### src/rtl/pipeline_ctrl_if.sv
// Control bundle between the datapath and the hazard/stall controller.
//   master : controller side, which samples hazard inputs and drives latch/PC control.
//   slave  : datapath side, which drives hazard inputs and samples control.
//   Inputs to the controller:
//     ihit, dhit, dREN_mem, dWEN_mem, dREN_ex, wsel_ex, Rs_id, Rt_id,
//     mispredict_ex, halt_wb
//   Outputs from the controller:
//     pc_en, <latch>_en / <latch>_flush, halt, mem_timeout
//   With PIPELINE_CTRL_PERF_EN defined, the controller also drives
//   stall_cnt, bubble_cnt and flush_cnt.
interface pipeline_ctrl_if #(
  parameter int unsigned REG_W = 5,
  parameter int unsigned CNT_W = 32
);
  logic             ihit;
  logic             dhit;
  logic             dREN_mem;
  logic             dWEN_mem;
  logic             dREN_ex;
  logic [REG_W-1:0] wsel_ex;
  logic [REG_W-1:0] Rs_id;
  logic [REG_W-1:0] Rt_id;
  logic             mispredict_ex;
  logic             halt_wb;

  logic             pc_en;
  logic             ifid_en;
  logic             ifid_flush;
  logic             idex_en;
  logic             idex_flush;
  logic             exmem_en;
  logic             exmem_flush;
  logic             memwb_en;
  logic             memwb_flush;
  logic             halt;
  logic             mem_timeout;
`ifdef PIPELINE_CTRL_PERF_EN
  logic [CNT_W-1:0] stall_cnt;
  logic [CNT_W-1:0] bubble_cnt;
  logic [CNT_W-1:0] flush_cnt;
`endif

  modport master (
    input  ihit, dhit, dREN_mem, dWEN_mem, dREN_ex, wsel_ex, Rs_id, Rt_id,
           mispredict_ex, halt_wb,
    output pc_en, ifid_en, ifid_flush, idex_en, idex_flush,
           exmem_en, exmem_flush, memwb_en, memwb_flush, halt, mem_timeout
`ifdef PIPELINE_CTRL_PERF_EN
    , output stall_cnt, bubble_cnt, flush_cnt
`endif
  );

  modport slave (
    output ihit, dhit, dREN_mem, dWEN_mem, dREN_ex, wsel_ex, Rs_id, Rt_id,
           mispredict_ex, halt_wb,
    input  pc_en, ifid_en, ifid_flush, idex_en, idex_flush,
           exmem_en, exmem_flush, memwb_en, memwb_flush, halt, mem_timeout
`ifdef PIPELINE_CTRL_PERF_EN
    , input stall_cnt, bubble_cnt, flush_cnt
`endif
  );
endinterface

### src/rtl/pipeline_ctrl.sv
// Hazard/stall controller for the 5-stage pipeline: sole owner of the
// enable/flush pairs of IF_ID, ID_EX, EX_MEM, MEM_WB and of the PC load enable.
// Sequences dmem waits, load-use bubbles, mispredict flushes, imem-miss
// bubbles and halt. Latch controls are combinational from state + inputs so
// the latches react in the same cycle; halt and mem_timeout are registered.
// Ports:
//   CLK  : clock, rising edge
//   RST  : synchronous reset, active-high (forces all en=1, flush=1, pc_en=0)
//   bus  : pipeline_ctrl_if.master (hazard inputs in, latch control out)
// Optional feature macro: PIPELINE_CTRL_PERF_EN adds the stall/bubble/flush
// performance counters on the bus.
module pipeline_ctrl #(
  parameter int unsigned REG_W   = 5,
  parameter int unsigned TO_W    = 8,
  parameter int unsigned TIMEOUT = 200,
  parameter int unsigned CNT_W   = 32
) (
  input  logic             CLK,
  input  logic             RST,
  pipeline_ctrl_if.master  bus
);

  typedef enum logic [1:0] {RUN, DWAIT, HALTED} state_e;

  localparam logic [TO_W-1:0] WDOG_MAX = '1;
  localparam logic [TO_W-1:0] WDOG_HIT = TO_W'(TIMEOUT - 1);

  state_e            state_q, state_d;
  logic              halt_q, halt_d;
  logic              mem_timeout_q, mem_timeout_d;
  logic [TO_W-1:0]   wdog_q, wdog_d;

  logic [REG_W-1:0]  wsel_ex;
  logic              dmem_stall_c;
  logic              load_use_c;

  logic pc_en_c;
  logic ifid_en_c, ifid_flush_c;
  logic idex_en_c, idex_flush_c;
  logic exmem_en_c, exmem_flush_c;
  logic memwb_en_c, memwb_flush_c;

  // Hazard detection
  assign wsel_ex      = bus.wsel_ex;
  assign dmem_stall_c = (bus.dREN_mem | bus.dWEN_mem) & ~bus.dhit;
  assign load_use_c   = bus.dREN_ex & (wsel_ex != '0) &
                        ((wsel_ex == bus.Rs_id) | (wsel_ex == bus.Rt_id));

  // State, halt, watchdog registers
  always_ff @(posedge CLK) begin
    if (RST) begin
      state_q       <= RUN;
      halt_q        <= 1'b0;
      mem_timeout_q <= 1'b0;
      wdog_q        <= '0;
    end else begin
      state_q       <= state_d;
      halt_q        <= halt_d;
      mem_timeout_q <= mem_timeout_d;
      wdog_q        <= wdog_d;
    end
  end

  // Next state and latch control, highest priority first
  always_comb begin
    state_d       = state_q;
    halt_d        = halt_q;
    mem_timeout_d = mem_timeout_q;
    wdog_d        = wdog_q;
    pc_en_c       = 1'b0;
    ifid_en_c     = 1'b0;
    ifid_flush_c  = 1'b0;
    idex_en_c     = 1'b0;
    idex_flush_c  = 1'b0;
    exmem_en_c    = 1'b0;
    exmem_flush_c = 1'b0;
    memwb_en_c    = 1'b0;
    memwb_flush_c = 1'b0;

    if (state_q == HALTED) begin
      state_d = HALTED;
    end else if (bus.halt_wb) begin
      state_d = HALTED;
      halt_d  = 1'b1;
      wdog_d  = '0;
    end else if (dmem_stall_c) begin
      // Full freeze; coincident hazards re-evaluate from the held latches.
      state_d = DWAIT;
      if (wdog_q != WDOG_MAX) wdog_d = wdog_q + TO_W'(1);
      if (wdog_q == WDOG_HIT) mem_timeout_d = 1'b1;
    end else begin
      state_d    = RUN;
      wdog_d     = '0;
      exmem_en_c = 1'b1;
      memwb_en_c = 1'b1;
      if (bus.mispredict_ex) begin
        // Squash the two wrong-path instructions, redirect PC.
        pc_en_c      = 1'b1;
        ifid_en_c    = 1'b1;
        ifid_flush_c = 1'b1;
        idex_en_c    = 1'b1;
        idex_flush_c = 1'b1;
      end else if (load_use_c) begin
        // Hold IF/ID, inject one bubble into ID/EX.
        idex_en_c    = 1'b1;
        idex_flush_c = 1'b1;
      end else if (!bus.ihit) begin
        // Imem miss: bubble into IF/ID, let the rest drain.
        ifid_en_c    = 1'b1;
        ifid_flush_c = 1'b1;
        idex_en_c    = 1'b1;
      end else begin
        pc_en_c   = 1'b1;
        ifid_en_c = 1'b1;
        idex_en_c = 1'b1;
      end
    end

    // Reset clears every latch on the reset edge and holds PC.
    if (RST) begin
      pc_en_c       = 1'b0;
      ifid_en_c     = 1'b1;
      ifid_flush_c  = 1'b1;
      idex_en_c     = 1'b1;
      idex_flush_c  = 1'b1;
      exmem_en_c    = 1'b1;
      exmem_flush_c = 1'b1;
      memwb_en_c    = 1'b1;
      memwb_flush_c = 1'b1;
    end
  end

  assign bus.pc_en       = pc_en_c;
  assign bus.ifid_en     = ifid_en_c;
  assign bus.ifid_flush  = ifid_flush_c;
  assign bus.idex_en     = idex_en_c;
  assign bus.idex_flush  = idex_flush_c;
  assign bus.exmem_en    = exmem_en_c;
  assign bus.exmem_flush = exmem_flush_c;
  assign bus.memwb_en    = memwb_en_c;
  assign bus.memwb_flush = memwb_flush_c;
  assign bus.halt        = halt_q;
  assign bus.mem_timeout = mem_timeout_q;

`ifdef PIPELINE_CTRL_PERF_EN
  logic             active_c;
  logic             stall_ev_c, bubble_ev_c, flush_ev_c;
  logic [CNT_W-1:0] stall_cnt_q, stall_cnt_d;
  logic [CNT_W-1:0] bubble_cnt_q, bubble_cnt_d;
  logic [CNT_W-1:0] flush_cnt_q, flush_cnt_d;

  // Events mirror the priority chain; nothing counts once halted.
  assign active_c    = (state_q != HALTED) & ~bus.halt_wb;
  assign stall_ev_c  = active_c & dmem_stall_c;
  assign flush_ev_c  = active_c & ~dmem_stall_c & bus.mispredict_ex;
  assign bubble_ev_c = active_c & ~dmem_stall_c & ~bus.mispredict_ex & load_use_c;

  always_comb begin
    stall_cnt_d  = stall_cnt_q  + CNT_W'(stall_ev_c);
    bubble_cnt_d = bubble_cnt_q + CNT_W'(bubble_ev_c);
    flush_cnt_d  = flush_cnt_q  + CNT_W'(flush_ev_c);
  end

  always_ff @(posedge CLK) begin
    if (RST) begin
      stall_cnt_q  <= '0;
      bubble_cnt_q <= '0;
      flush_cnt_q  <= '0;
    end else begin
      stall_cnt_q  <= stall_cnt_d;
      bubble_cnt_q <= bubble_cnt_d;
      flush_cnt_q  <= flush_cnt_d;
    end
  end

  assign bus.stall_cnt  = stall_cnt_q;
  assign bus.bubble_cnt = bubble_cnt_q;
  assign bus.flush_cnt  = flush_cnt_q;
`endif

endmodule

### src/flat_wrapper.sv
// flat-port wrapper written by rule: the top's interface ports become plain ports
module pipeline_ctrl_flat 
#(
  parameter int unsigned REG_W   = 5,
  parameter int unsigned TO_W    = 8,
  parameter int unsigned TIMEOUT = 200,
  parameter int unsigned CNT_W   = 32
)
  (CLK, RST, bus_ihit, bus_dhit, bus_dREN_mem, bus_dWEN_mem, bus_dREN_ex, bus_wsel_ex, bus_Rs_id, bus_Rt_id, bus_mispredict_ex, bus_halt_wb, bus_pc_en, bus_ifid_en, bus_ifid_flush, bus_idex_en, bus_idex_flush, bus_exmem_en, bus_exmem_flush, bus_memwb_en, bus_memwb_flush, bus_halt, bus_mem_timeout);
  pipeline_ctrl_if #(.REG_W(REG_W), .CNT_W(CNT_W)) bus_i ();
  input  logic CLK;
  input  logic RST;
  input wire logic [$bits(bus_i.ihit)-1:0] bus_ihit;
  input wire logic [$bits(bus_i.dhit)-1:0] bus_dhit;
  input wire logic [$bits(bus_i.dREN_mem)-1:0] bus_dREN_mem;
  input wire logic [$bits(bus_i.dWEN_mem)-1:0] bus_dWEN_mem;
  input wire logic [$bits(bus_i.dREN_ex)-1:0] bus_dREN_ex;
  input wire logic [$bits(bus_i.wsel_ex)-1:0] bus_wsel_ex;
  input wire logic [$bits(bus_i.Rs_id)-1:0] bus_Rs_id;
  input wire logic [$bits(bus_i.Rt_id)-1:0] bus_Rt_id;
  input wire logic [$bits(bus_i.mispredict_ex)-1:0] bus_mispredict_ex;
  input wire logic [$bits(bus_i.halt_wb)-1:0] bus_halt_wb;
  output wire logic [$bits(bus_i.pc_en)-1:0] bus_pc_en;
  output wire logic [$bits(bus_i.ifid_en)-1:0] bus_ifid_en;
  output wire logic [$bits(bus_i.ifid_flush)-1:0] bus_ifid_flush;
  output wire logic [$bits(bus_i.idex_en)-1:0] bus_idex_en;
  output wire logic [$bits(bus_i.idex_flush)-1:0] bus_idex_flush;
  output wire logic [$bits(bus_i.exmem_en)-1:0] bus_exmem_en;
  output wire logic [$bits(bus_i.exmem_flush)-1:0] bus_exmem_flush;
  output wire logic [$bits(bus_i.memwb_en)-1:0] bus_memwb_en;
  output wire logic [$bits(bus_i.memwb_flush)-1:0] bus_memwb_flush;
  output wire logic [$bits(bus_i.halt)-1:0] bus_halt;
  output wire logic [$bits(bus_i.mem_timeout)-1:0] bus_mem_timeout;
  assign bus_i.ihit = bus_ihit;
  assign bus_i.dhit = bus_dhit;
  assign bus_i.dREN_mem = bus_dREN_mem;
  assign bus_i.dWEN_mem = bus_dWEN_mem;
  assign bus_i.dREN_ex = bus_dREN_ex;
  assign bus_i.wsel_ex = bus_wsel_ex;
  assign bus_i.Rs_id = bus_Rs_id;
  assign bus_i.Rt_id = bus_Rt_id;
  assign bus_i.mispredict_ex = bus_mispredict_ex;
  assign bus_i.halt_wb = bus_halt_wb;
  assign bus_pc_en = bus_i.pc_en;
  assign bus_ifid_en = bus_i.ifid_en;
  assign bus_ifid_flush = bus_i.ifid_flush;
  assign bus_idex_en = bus_i.idex_en;
  assign bus_idex_flush = bus_i.idex_flush;
  assign bus_exmem_en = bus_i.exmem_en;
  assign bus_exmem_flush = bus_i.exmem_flush;
  assign bus_memwb_en = bus_i.memwb_en;
  assign bus_memwb_flush = bus_i.memwb_flush;
  assign bus_halt = bus_i.halt;
  assign bus_mem_timeout = bus_i.mem_timeout;
  pipeline_ctrl #(.REG_W(REG_W), .TO_W(TO_W), .TIMEOUT(TIMEOUT), .CNT_W(CNT_W)) u_core (.CLK(CLK), .RST(RST), .bus(bus_i));
endmodule
### config.mk
export PLATFORM = sky130hd
export DESIGN_NAME = pipeline_ctrl_flat
export DESIGN_NICKNAME = d
export VERILOG_FILES = /design/src/rtl/pipeline_ctrl_if.sv /design/src/rtl/pipeline_ctrl.sv /design/src/flat_wrapper.sv
export SDC_FILE = /design/constraint.sdc
export NUM_CORES = 1
export LEC_CHECK = 0
export CAP_MARGIN = 20
export CORE_MARGIN = 3
export CORE_UTILIZATION = 59
export DETAILED_ROUTE_END_ITERATION = 10
export DONT_BUFFER_PORTS = 1
export PLACE_DENSITY = 0.8
export SLEW_MARGIN = 25
export SYNTH_ARGS = -nofsm -noshare
export SYNTH_HDL_FRONTEND = slang
export SYNTH_SLANG_ARGS = --single-unit
### constraint.sdc
create_clock -name CLK -period 2.7 [get_ports CLK]
set_input_delay 0.54 -clock CLK [delete_from_list [all_inputs] [get_ports CLK]]
set_output_delay 0.54 -clock CLK [all_outputs]
set_load 0.05 [all_outputs]
## Word level (Yosys, flattened, before mapping)

Index checks and enable logic that the tools add are counted.
Widths: inputs -> output; s select.

| operators by class | value |
|---|---|
| $add $sub $neg | 1 |
| $mul | 0 |
| divide/modulo/power cells | 0 |
| order comparisons | 0 |
| equality and inequality tests | 6 |
| shifts and indexed selects | 0 |
| muxes and demuxes | 37 |
| bitwise logic cells | 8 |
| reduce and logical (&&, ||, !) cells | 5 |

Operator list:

| kind | count |
|---|---|
| $mux 1 | 32 |
| $mux 8 | 3 |
| $eq 5x5->1 | 2 |
| $add 8x1->8 const B | 1 |
| $eq 8x8->1 const B | 1 |
| $ne 8x8->1 const B | 1 |
| $reduce_bool 5->1 | 1 |
| $mux 2 | 2 |
| $reduce_and 2->1 | 2 |
| $reduce_and 4->1 | 1 |
| $and 1x1->1 | 3 |
| $ne 3x3->1 const B | 1 |
| $not 1->1 | 3 |
| $reduce_or 3->1 | 1 |
| $eq 2x2->1 const B | 1 |
| $or 1x1->1 | 2 |

| storage, ports and cells | value |
|---|---|
| bits in registers | 12 |
| bits in latches | 0 |
| memory bits (writable) | 0 |
| memory bits (read-only) | 0 |
| output and inout port bits | 11 |
| logic and storage cells | 62 |
| memories kept | 0 |

## Depth between registers and ports, before layout

Gate-level depths: netlist (run 1).

| logic depth | value |
|---|---|
| word-level depth | 9 |
| gate-level depth with buffers | 5 |
| mapped depth without buffers | 5 |

## Worst setup path after synthesis (run 1)

No wires, ideal clock.

| timing path | value |
|---|---|
| path type | input -> output |
| start point | in bus_wsel_ex[1] |
| end point | out bus_ifid_flush |
| arrival time | 2.536 ns |
| data required time | 2.160 ns |
| setup slack | -0.376 ns |
| stages | 4 |
| cell sequence | or4_1 > o21ai_2 > nor3_1 > a221oi_1 |

| on the way | value |
|---|---|
| longest elaborated chain between the ends | 9 |

RTL lines:

| what | line | source |
|---|---|---|
| from (decl) | flat_wrapper.sv:18 | `input wire logic [$bits(bus_i.wsel_ex)-1:0] bus_wsel_ex;` |
| $eq 5x5->1 / $reduce_bool 5->1 (equally long branches) | pipeline_ctrl.sv:47, pipeline_ctrl.sv:46 |  |
| $or 1x1->1 / $and 1x1->1 (equally long branches) | pipeline_ctrl.sv:47, pipeline_ctrl.sv:46 |  |
| $and 1x1->1 * | pipeline_ctrl.sv:46 | `assign load_use_c = bus.dREN_ex & (wsel_ex != '0) &` |
| $mux 1 * | pipeline_ctrl.sv:103 | `end else if (load_use_c) begin` |
| $mux 1 * | pipeline_ctrl.sv:96 | `if (bus.mispredict_ex) begin` |
| $mux 1 * | pipeline_ctrl.sv:86 | `end else if (dmem_stall_c) begin` |
| $mux 1 * | pipeline_ctrl.sv:82 | `end else if (bus.halt_wb) begin` |
| $mux 1 * | pipeline_ctrl.sv:80 | `if (state_q == HALTED) begin` |
| $mux 1 * | pipeline_ctrl.sv:120 | `if (RST) begin` |
| to (decl) | flat_wrapper.sv:25 | `output wire logic [$bits(bus_i.ifid_flush)-1:0] bus_ifid_flush;` |

Mark *: on every way between the ends. The rest lies on a longest branch, timed or not.

## Final worst setup path (run 1)

| timing path | value |
|---|---|
| start point | in bus_wsel_ex[1] |
| end point | out bus_idex_flush |

| on the way | value |
|---|---|
| longest elaborated chain between the ends | 9 |

RTL lines:

| what | line | source |
|---|---|---|
| $eq 5x5->1 / $reduce_bool 5->1 (equally long branches) | pipeline_ctrl.sv:47, pipeline_ctrl.sv:46 |  |
| $or 1x1->1 / $and 1x1->1 (equally long branches) | pipeline_ctrl.sv:47, pipeline_ctrl.sv:46 |  |
| $and 1x1->1 * | pipeline_ctrl.sv:46 |  |
| $mux 1 * | pipeline_ctrl.sv:103 |  |
| $mux 1 * | pipeline_ctrl.sv:96 |  |
| $mux 1 * | pipeline_ctrl.sv:86 |  |
| $mux 1 * | pipeline_ctrl.sv:82 |  |
| $mux 1 * | pipeline_ctrl.sv:80 |  |
| $mux 1 * | pipeline_ctrl.sv:120 |  |
| to (decl) | flat_wrapper.sv:27 | `output wire logic [$bits(bus_i.idex_flush)-1:0] bus_idex_flush;` |

Marked as above.

==> impl_metrics.toml, run 1 <==
[setup_path]
crit_family = "simple AND/OR/NAND/NOR gates"
arrival_time_reported_for_the_critical_path_endpoint_ns = 1.95
crit_path_cell_trace = "or4_1 -> o21ai_2 -> and3b_1 -> a221o_1"
reg2reg_capture_point = "u_core.wdog_q[6]"
critPathMaxFanout = 3
crit_path_start_kind = "primary input"
cp_num_buf_inv = 0
worst-r2r-cell-count = 5
r2r_setup_slack_ns = 0.98
cpMaxStageDelayCell = "sky130_fd_sc_hd__or4_1"
criticalPathCategory = "in -> out"
critPathCaptureType = "primary output"
timing.rr.start = "u_core.wdog_q[0]"
max_incr_delay_on_cp_ns = 0.53
worstPathRequired_ns = 2.16

[clock_network]
clkTransAtPathRegs_ns = 0.08
holdBufCountCts = 0
cts.repair.resized = 0
clock_tree.buffer_depth = 2
clockRootBuffer = "sky130_fd_sc_hd__clkbuf_4"
cts_sinks = 12
tritoncts.num_buffers = 3
cts_post_setup_buffers_inserted = 0
tritoncts = "built"
cts_htree_levels = 1
clk_latency_ns = 0.28

[logic_synthesis]
synth_edf_count = 0
postSynthAreaPerCell_um2 = 8.33
yosysUniqueCellTypes = 32
synth_cells = 94
synth_top_area_share_pct = 30.7
syn-num-nets = 119
netlist.top_cell.by_area = "sky130_fd_sc_hd__dfxtp_1"
ys.warnings.count = 0
synth-main-ff-cell = "sky130_fd_sc_hd__dfxtp_1"
postSynthRegisterBits = 12
asr_flop_ratio_synth_pct = 0
ys_top_cells_by_area = "sky130_fd_sc_hd__dfxtp_1 31%, sky130_fd_sc_hd__xnor2_1 11%, sky130_fd_sc_hd__a21oi_1 5.8%, sky130_fd_sc_hd__buf_4 4.8%, sky130_fd_sc_hd__nor2_1 4.8%"
syn_area_um2 = 783
synth-seq-area-share_pct = 30.7

[global_route]
globalRouteTotalUtil_pct = 18.9
busiest_layer = "met2"
globalRoute.totalOverflow = 0
globalRouteMet2Util_pct = 33.7
met1_grt_util_pct = 18.5
grt_pass1_vias = 657
use_met3_pct = 7.73
grt_pass1_wl_um = 2590
grt_max_degree = 11
antenna_found_initial = 0

[placed_design]
port_buffers = 0
final_wtd_congestion = 0.756
dp_hpwl_um = 1270

[die]
number_of_top_level_pins = 35
num_rows = 12
fp.dieArea_um2 = 1800
chipHeight_um = 42.4
core-area_um2 = 1170
die_x_um = 42.4
start_util_pct = 66.9

[job]
maxCapViolations = 0

[sta]
finalCriticalPeriod_ns = 2.49
maxSlewHeadroom_pct = 61.9
worst_clock_skew_ns = 0.00622
count_of_endpoints_failing_hold_in_the_final_timing_report = 0
timing.final.setup_violations = 0
finalSetupTns_ns = 0
tightestPinTransition_ns = 0.569
finalMaxSlewViolations = 0
hold_ws_ns = 0.314
timing.final.crit_share_pct = 92.1
timing.fmax_mhz = 402
grt_setup_unrepaired = "false"

[route]
detail_route.drc_violations = 0
routed_wirelength_um = 1580
num_vias = 709
drt_pre_antenna_iters = 4
drtIter0Drc = 26
antenna_left = 0
routed_via_density = 6.39
average_routed_wire_per_standard_cell_um = 14.2

[pwr]
leakagePower_uw = 0.000299
p_switching_uw = 129
p_seq_share_pct = 44.3
share_comb_of_total_power_pct = 21.1
cellInternalPower_uw = 296
sw_frac_of_total_pct = 30.3
power_density_nw_per_um2 = 508
power.ir.vdd_worst_mv = 0.328
pwr-share-clk_pct = 34.6

[min_path]
hold_path_class = "in -> reg"
hold_sp = "RST"
min_delay_path_depth = 1
min_to = "u_core.state_q[1]"

[layout]
post_route_cells_drive_above_1_share_pct = 14.4
num_antenna_cells = 0
final_nets = 123
areaGrowthSynthToFinish_pct = 6.71
total_of_fill_cells_in_the_finished_design = 96

[outcome]
status = "finished clean"
cell usage in the layout, fill, tap and decap left out, types with 2 or more instances in the layout:
cell type                  Yosys  final
sky130_fd_sc_hd__dfxtp_1      12     12
sky130_fd_sc_hd__nor2_1       10     10
sky130_fd_sc_hd__xnor2_1      10     10
sky130_fd_sc_hd__a21oi_1       9      9
sky130_fd_sc_hd__nand2_1       6      6
sky130_fd_sc_hd__nand3_1       5      5
sky130_fd_sc_hd__nor3_1        4      4
sky130_fd_sc_hd__buf_4         5      4
sky130_fd_sc_hd__or4_1         3      3
sky130_fd_sc_hd__o21ai_1       3      3
sky130_fd_sc_hd__or3_1         3      3
sky130_fd_sc_hd__clkbuf_4      0      3
sky130_fd_sc_hd__inv_1         2      2
sky130_fd_sc_hd__nand4_1       2      2
sky130_fd_sc_hd__o31ai_1       2      2
final cells by class:
cell class / count / area [µm²] / share of cell area, %
Multi-Input combinational cell: 75 / 504 / 60.3
Tap cell: 14 / 17.5 / 2.10
Sequential cell: 12 / 240 / 28.7
Inverter: 2 / 7.51 / 0.898
Timing Repair Buffer: 4 / 30.0 / 3.59
Clock buffer: 4 / 36.3 / 4.34
power groups by stage:
stage	Sequential, µW	Combinational, µW	Clock (µW)
floorplan	192	88.7	0
global placement	192	88.6	0
detailed placement	193	89.9	0
CTS	188	90.1	148
global route	189	97.3	158
finish	188	89.6	147
cells in the mapped netlist (2+ instances only):
master	n
sky130_fd_sc_hd__inv_1	2
sky130_fd_sc_hd__nand4_1	2
sky130_fd_sc_hd__or4_1	3
sky130_fd_sc_hd__nor2_1	10
sky130_fd_sc_hd__a21oi_1	9
sky130_fd_sc_hd__or3_1	3
sky130_fd_sc_hd__dfxtp_1	12
sky130_fd_sc_hd__xnor2_1	10
sky130_fd_sc_hd__nand3_1	5
sky130_fd_sc_hd__o31ai_1	2
sky130_fd_sc_hd__o21ai_1	3
sky130_fd_sc_hd__nor3_1	4
sky130_fd_sc_hd__nand2_1	6
sky130_fd_sc_hd__buf_4	5
cell families after synthesis:
group           count (synthesis)  synth area share (%)
compound gates                 23                  21.7
mux                             1                  1.28
fa+ha+maj                       1                  1.60
xor+xnor                       11                  12.3
buf+inv                         7                  5.75
flops                          12                  30.7
simple gates                   39                  26.7
worst max path at each step:
stage	to	from	cells past startpoint
global placement	bus_idex_flush	bus_wsel_ex[1]	4
CTS	bus_idex_flush	bus_wsel_ex[1]	4
finish	bus_idex_flush	bus_wsel_ex[1]	4
detailed placement	bus_idex_flush	bus_wsel_ex[1]	4
global route	bus_idex_flush	bus_wsel_ex[1]	4
floorplan	bus_ifid_en	bus_wsel_ex[1]	4
flip-flops by register name, summed over array words and instances (netlist names):
| register | count |
|---|---|
| u_core.bus.mem_timeout | 1 |
| u_core.wdog_q | 8 |
| u_core.state_q | 2 |
| u_core.bus.halt | 1 |
layer usage:
| layer | wire (µm) | share of wire (%) |
|---|---|---|
| met4 | 36 | 2.3 |
| met3 | 147 | 9.3 |
| met2 | 791 | 50 |
| met1 | 599 | 38 |
| met5 | 0 | 0 |
metrics by stage:
stage	cell area (µm²)	utilization, %	cells	total power (µW)	worst slack, ns
after floorplan	790	-	94	281	0.0734
after global placement	800	68.3	107	281	0.223
after detailed placement	800	68.3	107	283	0.214
after CTS	836	71.4	111	426	0.214
after global routing	836	71.4	111	445	0.195
final	836	71.4	111	425	0.214
Power figures use the tool's default switching activity.
==> run 2: changes to the inputs <==
- CORE_MARGIN: 3 -> default
- RECOVER_POWER: default -> 25
==> impl_metrics.toml, run 2 (synthesis results as in run 1) <==
[outcome]
status = "finished clean"

[placed_design]
port_buffers = 0
final_wtd_congestion = 0.784
worst_setup_timing_slack_at_the_placement_stage_ns = 0.201
dp_hpwl_um = 1190

[layout]
multi_input_area_um2 = 500
num_antenna_cells = 0
post_route_cells_drive_above_1_share_pct = 12.5
largest_reg_flops = 8
largest_registers = "u_core.wdog_q x8, u_core.state_q x2"
areaGrowthSynthToFinish_pct = 4.47
final_nets = 123
register_area_um2 = 240
most_frequent_standard_cell_in_the_layout_excluding_fill_and_tap_cells = "sky130_fd_sc_hd__dfxtp_1"
most_frequent_cells_in_the_layout = "12 x sky130_fd_sc_hd__dfxtp_1, 10 x sky130_fd_sc_hd__nor2_1, 10 x sky130_fd_sc_hd__xnor2_1"
top_register = "u_core.wdog_q"
total_of_fill_cells_in_the_finished_design = 100

[setup_path]
arrival_time_reported_for_the_critical_path_endpoint_ns = 1.95
criticalPathCategory = "in -> out"
timing.critical_path.from = "bus_wsel_ex[1]"
max_incr_delay_on_cp_ns = 0.53
crit_path_start_kind = "primary input"
critPathMaxFanout = 3
timing.rr.start = "u_core.wdog_q[0]"
worstPathRequired_ns = 2.16
crit_path_cell_trace = "or4_1 -> o21ai_2 -> and3b_1 -> a221o_1"
cpMaxStageDelayCell = "sky130_fd_sc_hd__or4_1"
critPathCaptureType = "primary output"

[die]
start_util_pct = 66.9
die_x_um = 38.4
fp.dieArea_um2 = 1480
chipHeight_um = 38.4
num_rows = 12
core-area_um2 = 1170
number_of_top_level_pins = 35

[clock_network]
tritoncts = "built"
clk_latency_ns = 0.27
clkTransAtPathRegs_ns = 0.07
cts_htree_levels = 1
clockRootBuffer = "sky130_fd_sc_hd__clkbuf_4"
clock_tree.buffer_depth = 2
holdBufCountCts = 0
cts_sinks = 12
cts_post_setup_buffers_inserted = 0
tritoncts.num_buffers = 3
cts.repair.resized = 0

[sta]
finalMaxSlewViolations = 0
grt_setup_unrepaired = "false"
maxSlewHeadroom_pct = 60.9
timing.final.crit_share_pct = 92.3
layout_setup_ws_ns = 0.208
timing.final.setup_violations = 0
worst_clock_skew_ns = 0.00344
finalSetupTns_ns = 0
timing.fmax_mhz = 401
count_of_endpoints_failing_hold_in_the_final_timing_report = 0
finalCriticalPeriod_ns = 2.49
tightestPinTransition_ns = 0.585

[global_route]
globalRouteTotalUtil_pct = 23.6
grt_pass1_vias = 620
grt_max_degree = 11
globalRoute.totalOverflow = 0
grt_pass1_wl_um = 2410
antenna_found_initial = 0

[route]
drtIter0Drc = 10
num_vias = 699
m1WireLength_um = 655
routed_wirelength_um = 1480
detail_route.drc_violations = 0
route.met3.wl_um = 101
average_routed_wire_per_standard_cell_um = 13.4
routed_via_density = 6.35
top_layer_used = "met4"
drt_pre_antenna_iters = 4
antenna_left = 0
wl_met2_um = 697

[min_path]
hold_sp = "RST"
hold_path_class = "in -> reg"

[pwr]
leakagePower_uw = 0.000290
power_density_nw_per_um2 = 472
power.ir.vdd_worst_mv = 0.290

[job]
maxCapViolations = 0
## run 2: changes by cell type in the layout (fill, tap and decap cells not counted)
cell                       previous run  this run
sky130_fd_sc_hd__o21bai_2             1         0
sky130_fd_sc_hd__o21bai_1             0         1
sky130_fd_sc_hd__clkbuf_8             1         0
## run 2: final cells by class
cell class              count  share of cell area [%]
well taps                  14                    2.14
clock buffers               3                    2.75
multi-input cells          75                    61.2
repair buffers              4                    3.67
inverters                   2                   0.917
flip-flops and latches     12                    29.4
## run 2: layer usage
layer,vias up,track usage (%)
met5,-,0
met4,0,10.3
li1,355,-
met3,4,6.40
met2,24,38.6
met1,316,28.8
## run 2: power breakdown
group / switching, µW / internal, µW / leakage, µW
Sequential: 7.19 / 181 / 0.0000975
Combinational: 56.6 / 32.2 / 0.000179
Clock: 57.3 / 51.6 / 0.0000138
Total: 121 / 265 / 0.000290
## run 2: worst paths after layout
check                           cells past startpoint  slack [ns]           endpoint
worst max register to register                      5        0.94   u_core.wdog_q[6]
worst min-delay path                                1        0.33  u_core.state_q[1]
worst max-delay path                                4        0.21     bus_idex_flush
worst min register to register                      2        0.51   u_core.wdog_q[7]
## run 2: critical path: cells and delay by family
kind | cells | cell delay [ns]
AOI/OAI and AO/OA | 2 | 0.68
and+or+nand+nor | 2 | 0.72
## run 2: stage by stage
stage | util, % | hold slack [ns] | area, µm² | std cells | total power (µW)
6_report | 69.9 | 0.333 | 818 | 110 | 386
5_1_grt | 69.9 | 0.310 | 818 | 110 | 407
4_1_cts | 70.2 | 0.326 | 822 | 110 | 390
3_5_place_dp | 68.3 | 0.499 | 800 | 107 | 282
3_3_place_gp | 68.3 | 0.484 | 800 | 107 | 281
2_1_floorplan | - | 0.465 | 790 | 94 | 281
==> run 3: changes to the inputs <==
- CORE_MARGIN: default -> 1.5
==> impl_metrics.toml, run 3 (synthesis results as in run 1) <==
[sta]
finalSetupTns_ns = 0
timing.final.crit_share_pct = 93.4
finalCriticalPeriod_ns = 2.52
grt_setup_unrepaired = "false"
timing.final.setup_violations = 0
timing.fmax_mhz = 397
finalMaxSlewViolations = 0
count_of_endpoints_failing_hold_in_the_final_timing_report = 0
worst_clock_skew_ns = 0.00686
maxSlewHeadroom_pct = 61.6
tightestPinTransition_ns = 0.574

[setup_path]
critPathCaptureType = "primary output"
timing.rr.start = "u_core.wdog_q[0]"
worstPathRequired_ns = 2.16
reg2reg_capture_point = "u_core.wdog_q[6]"
crit_path_start_kind = "primary input"
timing.critical_path.from = "bus_wsel_ex[1]"
r2r_setup_slack_ns = 0.93
arrival_time_reported_for_the_critical_path_endpoint_ns = 1.98
critPathMaxFanout = 3
criticalPathCategory = "in -> out"
worst-r2r-cell-count = 5

[outcome]
status = "finished clean"

[layout]
most_frequent_standard_cell_in_the_layout_excluding_fill_and_tap_cells = "sky130_fd_sc_hd__dfxtp_1"
total_of_fill_cells_in_the_finished_design = 105
largest_reg_flops = 8
top_register = "u_core.wdog_q"
post_route_cells_drive_above_1_share_pct = 13.4
num_antenna_cells = 0
final_nets = 123
most_frequent_cells_in_the_layout = "12 x sky130_fd_sc_hd__dfxtp_1, 10 x sky130_fd_sc_hd__nor2_1, 10 x sky130_fd_sc_hd__xnor2_1"
largest_registers = "u_core.wdog_q x8, u_core.state_q x2"
areaGrowthSynthToFinish_pct = 6.23

[die]
chipHeight_um = 39.4
fp.dieArea_um2 = 1560
num_rows = 12
number_of_top_level_pins = 35
die_x_um = 39.4
core-area_um2 = 1170
start_util_pct = 66.9

[route]
routed_via_density = 6.32
antenna_left = 0
drtIter0Drc = 17
routed_wirelength_um = 1590
num_vias = 702
average_routed_wire_per_standard_cell_um = 14.3
drt_pre_antenna_iters = 4
detail_route.drc_violations = 0

[clock_network]
cts.repair.resized = 0
tritoncts.num_buffers = 3
cts_post_setup_buffers_inserted = 0
clockRootBuffer = "sky130_fd_sc_hd__clkbuf_4"
cts_htree_levels = 1
clock_tree.buffer_depth = 2
holdBufCountCts = 0
cts_sinks = 12
tritoncts = "built"
clkTransAtPathRegs_ns = 0.08
clk_latency_ns = 0.29

[job]
maxCapViolations = 0

[global_route]
grt_max_degree = 11
grt_pass1_wl_um = 2460
antenna_found_initial = 0
globalRouteTotalUtil_pct = 24.6
grt_pass1_vias = 649
globalRoute.totalOverflow = 0

[pwr]
power_density_nw_per_um2 = 515
leakagePower_uw = 0.000297
power.ir.vdd_worst_mv = 0.311
total_power_uw = 429

[placed_design]
port_buffers = 0
dp_hpwl_um = 1250
final_wtd_congestion = 0.783

[min_path]
hold_sp = "RST"
min_to = "u_core.state_q[1]"
min_delay_path_depth = 1
hold_path_class = "in -> reg"
[run 3: cell count changes in the layout (fill, tap and decap cells not counted), sizes merged]
cell,delta
clkbuf,+1
[run 3: worst max-delay path, cell delays in order]
cell and delay [ns]:
sky130_fd_sc_hd__or4_1 0.55, sky130_fd_sc_hd__o21ai_2 0.17, sky130_fd_sc_hd__and3b_1 0.20, sky130_fd_sc_hd__a221o_1 0.53
[run 3: through the flow]
step                      hold WS (ns)  cells  setup slack [ns]  instance area [µm²]  utilization (%)
after floorplan                  0.465     94            0.0734                  790                -
after global placement           0.484    107             0.220                  800             68.3
after detailed placement         0.497    107             0.167                  800             68.3
after CTS                        0.311    111             0.167                  836             71.4
after global routing             0.305    111             0.155                  832             71.0
final                            0.309    111             0.178                  832             71.0
[run 3: metal layers]
layer  vias to the layer above  share of wire, %  GRT usage, %
met2                        26                51          41.4
met4                         0               1.4          10.3
met5                         -                 0             0
li1                        354                 -             -
met3                         4               7.4          10.8
met1                       318                40          26.4
[run 3: power breakdown]
group	switching, µW	internal (µW)	total (µW)	leakage, µW
Combinational	56.7	32.2	88.9	0.000179
Sequential	7.11	181	188	0.0000975
Clock	69.1	82.2	151	0.0000210
[run 3: how the worst max path moves through the flow]
stage	to	cells past startpoint	slack, ns
after CTS	bus_idex_flush	4	0.17
after detailed placement	bus_idex_flush	4	0.17
after floorplan	bus_ifid_en	4	0.07
after global routing	bus_idex_flush	4	0.15
after global placement	bus_idex_flush	4	0.22
final	bus_idex_flush	4	0.18
[run 3: area by class of cell]
| type | count | area [µm²] | share of cell area, % |
|---|---|---|---|
| clock buffers | 4 | 36.3 | 4.36 |
| inverters | 2 | 7.51 | 0.902 |
| multi-input cells | 75 | 500 | 60.2 |
| flip-flops and latches | 12 | 240 | 28.9 |
| well taps | 14 | 17.5 | 2.11 |
| repair buffers | 4 | 30.0 | 3.61 |
